## src/rtl/acc_pkg.sv

```systemverilog
// Shared definitions for the accumulator: op codes, FSM states, default width
// and small op-classification helpers.
package acc_pkg;

  localparam int unsigned ACC_WIDTH = 16;
  localparam int unsigned OP_W      = 4;

  typedef enum logic [OP_W-1:0] {
    OP_NOP = 4'd0,
    OP_INC = 4'd1,
    OP_DEC = 4'd2,
    OP_SHL = 4'd3,
    OP_SHR = 4'd4,
    OP_NOT = 4'd5,
    OP_COM = 4'd6,
    OP_ASR = 4'd7,
    OP_ROL = 4'd8,
    OP_ROR = 4'd9,
    OP_ADC = 4'd10,
    OP_SBB = 4'd11
  } op_e;

  typedef enum logic {
    ST_IDLE  = 1'b0,
    ST_SHIFT = 1'b1
  } state_e;

  // Shift/rotate ops run one bit per step, shamt steps in total.
  function automatic logic is_shift(input logic [OP_W-1:0] op);
    return (op == OP_SHL) || (op == OP_SHR) || (op == OP_ASR) ||
           (op == OP_ROL) || (op == OP_ROR);
  endfunction

  // Codes 12..15 are unassigned and behave exactly like NOP.
  function automatic logic is_nop(input logic [OP_W-1:0] op);
    return (op == OP_NOP) || (op >= 4'd12);
  endfunction

endpackage

```

## src/rtl/acc_step.sv

```systemverilog
// One combinational accumulator step: a full single-cycle op, or a single bit
// of a shift/rotate. Carry input is already initialised by the caller.
module acc_step
  import acc_pkg::*;
#(
  parameter int unsigned WIDTH = ACC_WIDTH
) (
  input  logic [OP_W-1:0]  op,
  input  logic [WIDTH-1:0] acc,
  input  logic             carry,
  input  logic [WIDTH-1:0] bus,
  output logic [WIDTH-1:0] acc_next,
  output logic             carry_next
);

  localparam int unsigned XW = WIDTH + 1;

  logic [XW-1:0] sum;

  always_comb begin
    acc_next   = acc;
    carry_next = carry;
    sum        = '0;
    case (op)
      OP_INC: begin
        sum        = {1'b0, acc} + XW'(1);
        acc_next   = sum[WIDTH-1:0];
        carry_next = sum[WIDTH];
      end
      OP_DEC: begin
        sum        = {1'b0, acc} - XW'(1);
        acc_next   = sum[WIDTH-1:0];
        carry_next = sum[WIDTH];
      end
      OP_ADC: begin
        sum        = {1'b0, acc} + {1'b0, bus} + XW'(carry);
        acc_next   = sum[WIDTH-1:0];
        carry_next = sum[WIDTH];
      end
      // Top bit of the widened difference is the borrow out.
      OP_SBB: begin
        sum        = {1'b0, acc} - {1'b0, bus} - XW'(carry);
        acc_next   = sum[WIDTH-1:0];
        carry_next = sum[WIDTH];
      end
      OP_NOT: acc_next = ~acc;
      OP_COM: begin
        acc_next   = (~acc) + WIDTH'(1);
        carry_next = (acc == '0);
      end
      OP_SHL: begin
        carry_next = acc[WIDTH-1];
        acc_next   = {acc[WIDTH-2:0], 1'b0};
      end
      OP_SHR: begin
        carry_next = acc[0];
        acc_next   = {1'b0, acc[WIDTH-1:1]};
      end
      OP_ASR: begin
        carry_next = acc[0];
        acc_next   = {acc[WIDTH-1], acc[WIDTH-1:1]};
      end
      OP_ROL: {carry_next, acc_next} = {acc, carry};
      OP_ROR: {acc_next, carry_next} = {carry, acc};
      default: ;
    endcase
  end

endmodule

```

## src/rtl/acc_unit.sv

```systemverilog
// Accumulator register with carry flag, falling-edge clocked. Single-cycle ops
// complete at the start edge; multi-bit shifts step one bit per edge.
module acc_unit
  import acc_pkg::*;
#(
  parameter int unsigned WIDTH = ACC_WIDTH,
  parameter int unsigned SHW   = $clog2(WIDTH)
) (
  input  logic             clk,
  input  logic             rst,
  input  logic             load,
  input  logic             start,
  input  logic [OP_W-1:0]  op,
  input  logic [SHW-1:0]   shamt,
  input  logic [WIDTH-1:0] bus,
  input  logic             flag_c_in,
  output logic [WIDTH-1:0] out,
  output logic             flag_c_out,
  output logic             flag_z,
  output logic             flag_n,
  output logic             busy,
  output logic             done
);

  state_e           state_q, state_d;
  logic [WIDTH-1:0] acc_q, acc_d;
  logic             carry_q, carry_d;
  logic [SHW-1:0]   cnt_q, cnt_d;
  logic [OP_W-1:0]  op_q, op_d;
  logic             busy_q, busy_d;
  logic             done_q, done_d;

  logic [OP_W-1:0]  step_op;
  logic             step_cin;
  logic [WIDTH-1:0] step_acc;
  logic             step_cout;

  // Mid-shift the latched op and running carry feed the step; otherwise the
  // fresh op with carry initialised from flag_c_in.
  assign step_op  = (state_q == ST_SHIFT) ? op_q : op;
  assign step_cin = (state_q == ST_SHIFT) ? carry_q : flag_c_in;

  acc_step #(.WIDTH(WIDTH)) u_step (
    .op        (step_op),
    .acc       (acc_q),
    .carry     (step_cin),
    .bus       (bus),
    .acc_next  (step_acc),
    .carry_next(step_cout)
  );

  always_comb begin
    state_d = state_q;
    acc_d   = acc_q;
    carry_d = carry_q;
    cnt_d   = cnt_q;
    op_d    = op_q;
    busy_d  = 1'b0;
    done_d  = 1'b0;
    case (state_q)
      ST_IDLE: begin
        if (load) begin
          acc_d = bus;
        end else if (start) begin
          op_d   = op;
          done_d = 1'b1;
          if (is_nop(op)) begin
            // acc and carry untouched
          end else if (is_shift(op)) begin
            if (shamt == '0) begin
              carry_d = flag_c_in;
            end else begin
              acc_d   = step_acc;
              carry_d = step_cout;
              if (shamt != SHW'(1)) begin
                state_d = ST_SHIFT;
                cnt_d   = shamt - SHW'(1);
                busy_d  = 1'b1;
                done_d  = 1'b0;
              end
            end
          end else begin
            acc_d   = step_acc;
            carry_d = step_cout;
          end
        end
      end
      ST_SHIFT: begin
        acc_d   = step_acc;
        carry_d = step_cout;
        cnt_d   = cnt_q - SHW'(1);
        if (cnt_q == SHW'(1)) begin
          state_d = ST_IDLE;
          done_d  = 1'b1;
        end else begin
          busy_d = 1'b1;
        end
      end
      default: state_d = ST_IDLE;
    endcase
  end

  always_ff @(negedge clk) begin
    if (rst) begin
      state_q <= ST_IDLE;
      acc_q   <= '0;
      carry_q <= 1'b0;
      cnt_q   <= '0;
      op_q    <= '0;
      busy_q  <= 1'b0;
      done_q  <= 1'b0;
    end else begin
      state_q <= state_d;
      acc_q   <= acc_d;
      carry_q <= carry_d;
      cnt_q   <= cnt_d;
      op_q    <= op_d;
      busy_q  <= busy_d;
      done_q  <= done_d;
    end
  end

  assign out        = acc_q;
  assign flag_c_out = carry_q;
  assign flag_z     = (acc_q == '0);
  assign flag_n     = acc_q[WIDTH-1];
  assign busy       = busy_q;
  assign done       = done_q;

endmodule

```

## config.mk

```make
export PLATFORM = sky130hd
export DESIGN_NAME = acc_unit
export DESIGN_NICKNAME = d
export VERILOG_FILES = /design/src/rtl/acc_pkg.sv /design/src/rtl/acc_step.sv /design/src/rtl/acc_unit.sv
export SDC_FILE = /design/constraint.sdc
export NUM_CORES = 1
export LEC_CHECK = 0
export ABC_CLOCK_PERIOD_IN_PS = 4100
export BUFFER_PORTS_ARGS = -buffer_cell sky130_fd_sc_hd__clkbuf_2
export CORE_MARGIN = 2
export CORE_UTILIZATION = 43
export DETAILED_ROUTE_END_ITERATION = 7
export GPL_TIMING_DRIVEN = 0
export PLACE_DENSITY = 0.65
export SETUP_SLACK_MARGIN = 0.3
export SYNTH_ARGS = -nofsm -noshare
export SYNTH_HDL_FRONTEND = slang
export SYNTH_SLANG_ARGS = --single-unit
```

## constraint.sdc

```tcl
create_clock -name clk -period 4.1 [get_ports clk]
set_input_delay 0.82 -clock clk [delete_from_list [all_inputs] [get_ports clk]]
set_output_delay 0.82 -clock clk [all_outputs]
set_load 0.02 [all_outputs]
```

==> metrics.log <==
INFO  metric horiz_die_dim = roughly 110 um
INFO  metric switching_share = between 40% and 50%
INFO  metric drive_gt1_share = 28.9%
INFO  metric timing.max_cap.violations = 0
INFO  metric synth.ff_latch_count = 27
INFO  metric route.detailed.drc = 0
INFO  metric grt_first_pass_wirelength = ~31000 um
INFO  metric dp.cells = roughly 890
INFO  metric critPathLaunchType = input pin
INFO  metric outcome = finished, violations left
INFO  metric layout_setup_ws = -1.30 ns
INFO  metric cts_hold_buffers = 0
INFO  metric total_power = 2110 uW
INFO  metric die_area = 0.0129 sq mm
INFO  metric timing_worst_slew_pin_value = ~0.87 ns
INFO  metric count_of_nets_left_with_antenna_violations_after_detail_routing = 0
INFO  metric globalplace.congestion = approximately 0.93
INFO  metric route.final.wire_length = a little under 20000 um
INFO  metric placeableCoreArea = between 0.01 and 0.015 sq mm
INFO  metric synthesis.area_per_instance = approximately 7.3 sq um
INFO  metric floorplan.rows = 39
INFO  metric intPower = ~1100 uW
INFO  metric critical_path.most_common_cell = fa_2
INFO  metric delay_heaviest_family_cp = compound AO/OA/AOI/OAI gates
INFO  metric critical_path_cell_count = 12
INFO  metric timing.hold.worst.class = reg -> reg
INFO  metric power.sequential.fraction = between 15 and 20%
INFO  metric timing.final.max_slew_violations = 0
INFO  metric synth_cell_types = between 90 and 100
INFO  metric min_delay_path_depth = 2
INFO  metric cts_tree = done
INFO  metric total_routing_usage_gr = 30.1%
INFO  metric worst_rel_slew_slack = around two fifths
INFO  metric p_leak = approximately 0.0028 uW
INFO  metric max_root_sink_buffers = 2
INFO  metric setup-violations-final = 19
INFO  metric ys_seq_area_share = a little over a tenth
INFO  metric antenna-diode-count = 0
INFO  metric routed_wire_length_per_instance = 20.6 um
INFO  metric critPathMaxFanout = 3
INFO  metric worst_skew_pair.late_latency = approximately 0.38 ns
INFO  metric cpPeakStageDelay = 0.49 ns
INFO  metric grt_pass1_vias = 6006
INFO  metric drt-vias-per-instance = 6.43
INFO  metric p_comb_share = 66.5%
INFO  metric r2r-start = busy
INFO  metric global_route.overflow_total = 0
INFO  metric setup_total_negative_slack = -16.87 ns
INFO  metric num_vias = about 6200
INFO  metric count_of_flip_flops_with_a_built_in_enable_after_synthesis = 0
INFO  metric power_density = around 300 mW/mm^2
INFO  metric ir_worst_vdd = 0.000188 V
INFO  metric detailedRoute.firstIterationViolations = ~650
INFO  metric fin_hold_ws = between 0.5 and 0.6 ns
INFO  metric failed_checks = setup timing
INFO  metric fillers = 1046
INFO  metric clock_sinks = 27
INFO  metric die_height = between 100 and 150 um
INFO  metric ios = 50
INFO  metric area_delta_synth_final = 33.0%
INFO  metric tritoncts.num_buffers = 3
INFO  metric skew = ~0.015 ns
INFO  metric dr.pass1.iters = 5
INFO  metric cp_data_arrival_time = 3.63 ns
INFO  metric worstPathBufferInverterCount = 1
INFO  metric yosysWarningCount = 0
INFO  metric crit_path_cell_trace = buf_8, mux2i_4, fa_2, fa_2, nor3b_4, o211ai_1, a311oi_2, o21bai_2, or4b_1, o211ai_2, a2111oi_2, o32ai_2
INFO  metric io_buffers = 47
INFO  metric ys_dominant_reg_cell = dfxtp_1
INFO  metric netsw = 1040 uW
INFO  metric syn_inst = 704
INFO  metric netlist_area = 0.00515 sq mm
INFO  metric cts.reportedPaths.clkPinSlew = ~0.04 ns
INFO  metric rsz0062_at_grt = yes
INFO  metric critical-path-slowest-cell = or4b_1
INFO  metric synthesis.nets = ~800
INFO  metric reg2regPathDepth = 14
INFO  metric timing.setup.critical_path_class = in -> reg
INFO  metric net_count_of_the_finished_layout = between 900 and 1000
INFO  metric layoutNonFillerInstCount = 960
INFO  metric worst_setup_path_startpoint = flag_c_in
INFO  metric asyncSetResetFlopFracSynth = 0%
INFO  metric power.share.clock = a little under a fifth
INFO  metric min_from = cnt_q[3]
INFO  metric timing.critical_path.to_type = flop
INFO  metric critPathRequiredTime = between 2 and 2.5 ns
INFO  metric initial_utilization = ~45%
INFO  metric grt_antenna_before_repair = 0
INFO  metric finalHoldViolations = 0
INFO  metric cts-htree-levels = 1
INFO  metric hpwlAfterDp = 14100 um
INFO  metric grt_max_degree = 17
INFO  metric clock_tree_root_driver_cell = clkbuf_16
-- synth_stat cells, drive strengths merged (11+ instances only) --
master	n	area (sq um)
mux2i	20	200
nor3	20	116
nand3	24	120
dfxtp	27	541
xnor2	36	315
clkbuf	13	48.8
nand2	37	141
ha	51	638
a21oi	46	234
o22ai	14	100
o21ai	42	210
a221oi	14	135
buf	30	178
inv	61	229
nand4	13	81.3
nor4	11	90.1
nor2	77	289
-- metrics by stage --
step | area (sq um) | utilization, % | worst slack (ns)
floorplan | 5330 | - | -1.26
global placement | 5750 | 49.7 | -1.93
detailed placement | 5750 | 49.7 | -1.93
CTS | 6560 | 56.7 | -1.29
global route | 6860 | 59.3 | -1.35
finish | 6860 | 59.3 | -1.30
-- cells by family after synthesis --
| group | share of synthesized area [%] |
|---|---|
| buffers and inverters | 8.91 |
| multiplexers | 4.10 |
| XOR/XNOR | 6.63 |
| flip-flops | 10.5 |
| AO/OA/AOI/OAI | 31.2 |
| adder cells (fa/ha/maj) | 13.9 |
| AND/OR/NAND/NOR | 24.7 |
-- final cells by class --
cell class | instances | area, sq um | area share, %
Inverter | 61 | 231 | 3.38
Multi-Input combinational cell | 572 | 4710 | 68.8
Buffer | 43 | 325 | 4.75
Sequential cell | 27 | 576 | 8.40
Tap cell | 143 | 179 | 2.61
Clock buffer | 3 | 75.1 | 1.10
Clock inverter | 28 | 110 | 1.61
Timing Repair Buffer | 83 | 646 | 9.42
-- worst register-to-register path, cell delays in order, from the launching register on --
cell,delay [ns]
dfxtp_1,0.32
buf_4,0.17
buf_6,0.16
buf_2,0.29
mux2i_4,0.15
fa_2,0.39
fa_2,0.40
nor3b_4,0.21
o211ai_1,0.14
a311oi_2,0.44
o21bai_2,0.14
or4b_1,0.49
o211ai_2,0.12
a2111oi_2,0.07
o32ai_2,0.25
-- power by group through the flow --
stage	clock, uW	sequential [uW]	combinational [uW]
floorplan	41.7	346	821
global placement	41.7	327	1090
detailed placement	41.7	329	1110
CTS	394	323	1280
global route	413	328	1510
finish	382	325	1400
-- flip-flops by register name, indices dropped and copies added, names as in the netlist --
signal and flops:
busy 1, cnt_q 4, done 1, op_q 4, out 16, flag_c_out 1
-- path summary, 6_finish.rpt --
check             endpoint  slack [ns]
setup / recovery   out[12]       -1.30
hold / removal    cnt_q[3]        0.54
setup reg to reg   out[12]        0.26
hold reg to reg   cnt_q[3]        0.54
-- layout by cell type (no fill, tap or decap), drive strengths merged, types with 4 or more instances in the layout --
cell	instances
inv	87
buf	78
nor2	77
ha	51
clkbuf	51
a21oi	46
o21ai	42
nand2	37
xnor2	36
dfxtp	27
nand3	24
mux2i	20
nor3	20
a221oi	14
o22ai	14
nand4	13
nor4	11
a22oi	10
a2111oi	10
a211oi	9
nor3b	9
o211ai	8
a31oi	8
nor2b	7
and3	7
o31ai	7
o21a	6
nand3b	5
o221ai	5
fa	4
or2	4
a2bb2oi	4
-- routing by layer --
metal	track usage (%)	share of wire [%]
met1	39.4	40
met3	5.69	9.4
met2	49.0	47
met4	12.0	3.9
met5	0	0
-- repair_timing --
| item | 4_1_cts | 5_1_grt |
|---|---|---|
| pin swaps | 34 | 27 |
| endpoints found under the setup margin | 33 | 41 |
| buffers inserted | 27 | 9 |
| endpoints found under the hold margin | 0 | 0 |
| resized for setup | 97 | 63 |
No activity file was read; power rests on OpenSTA's default activity.
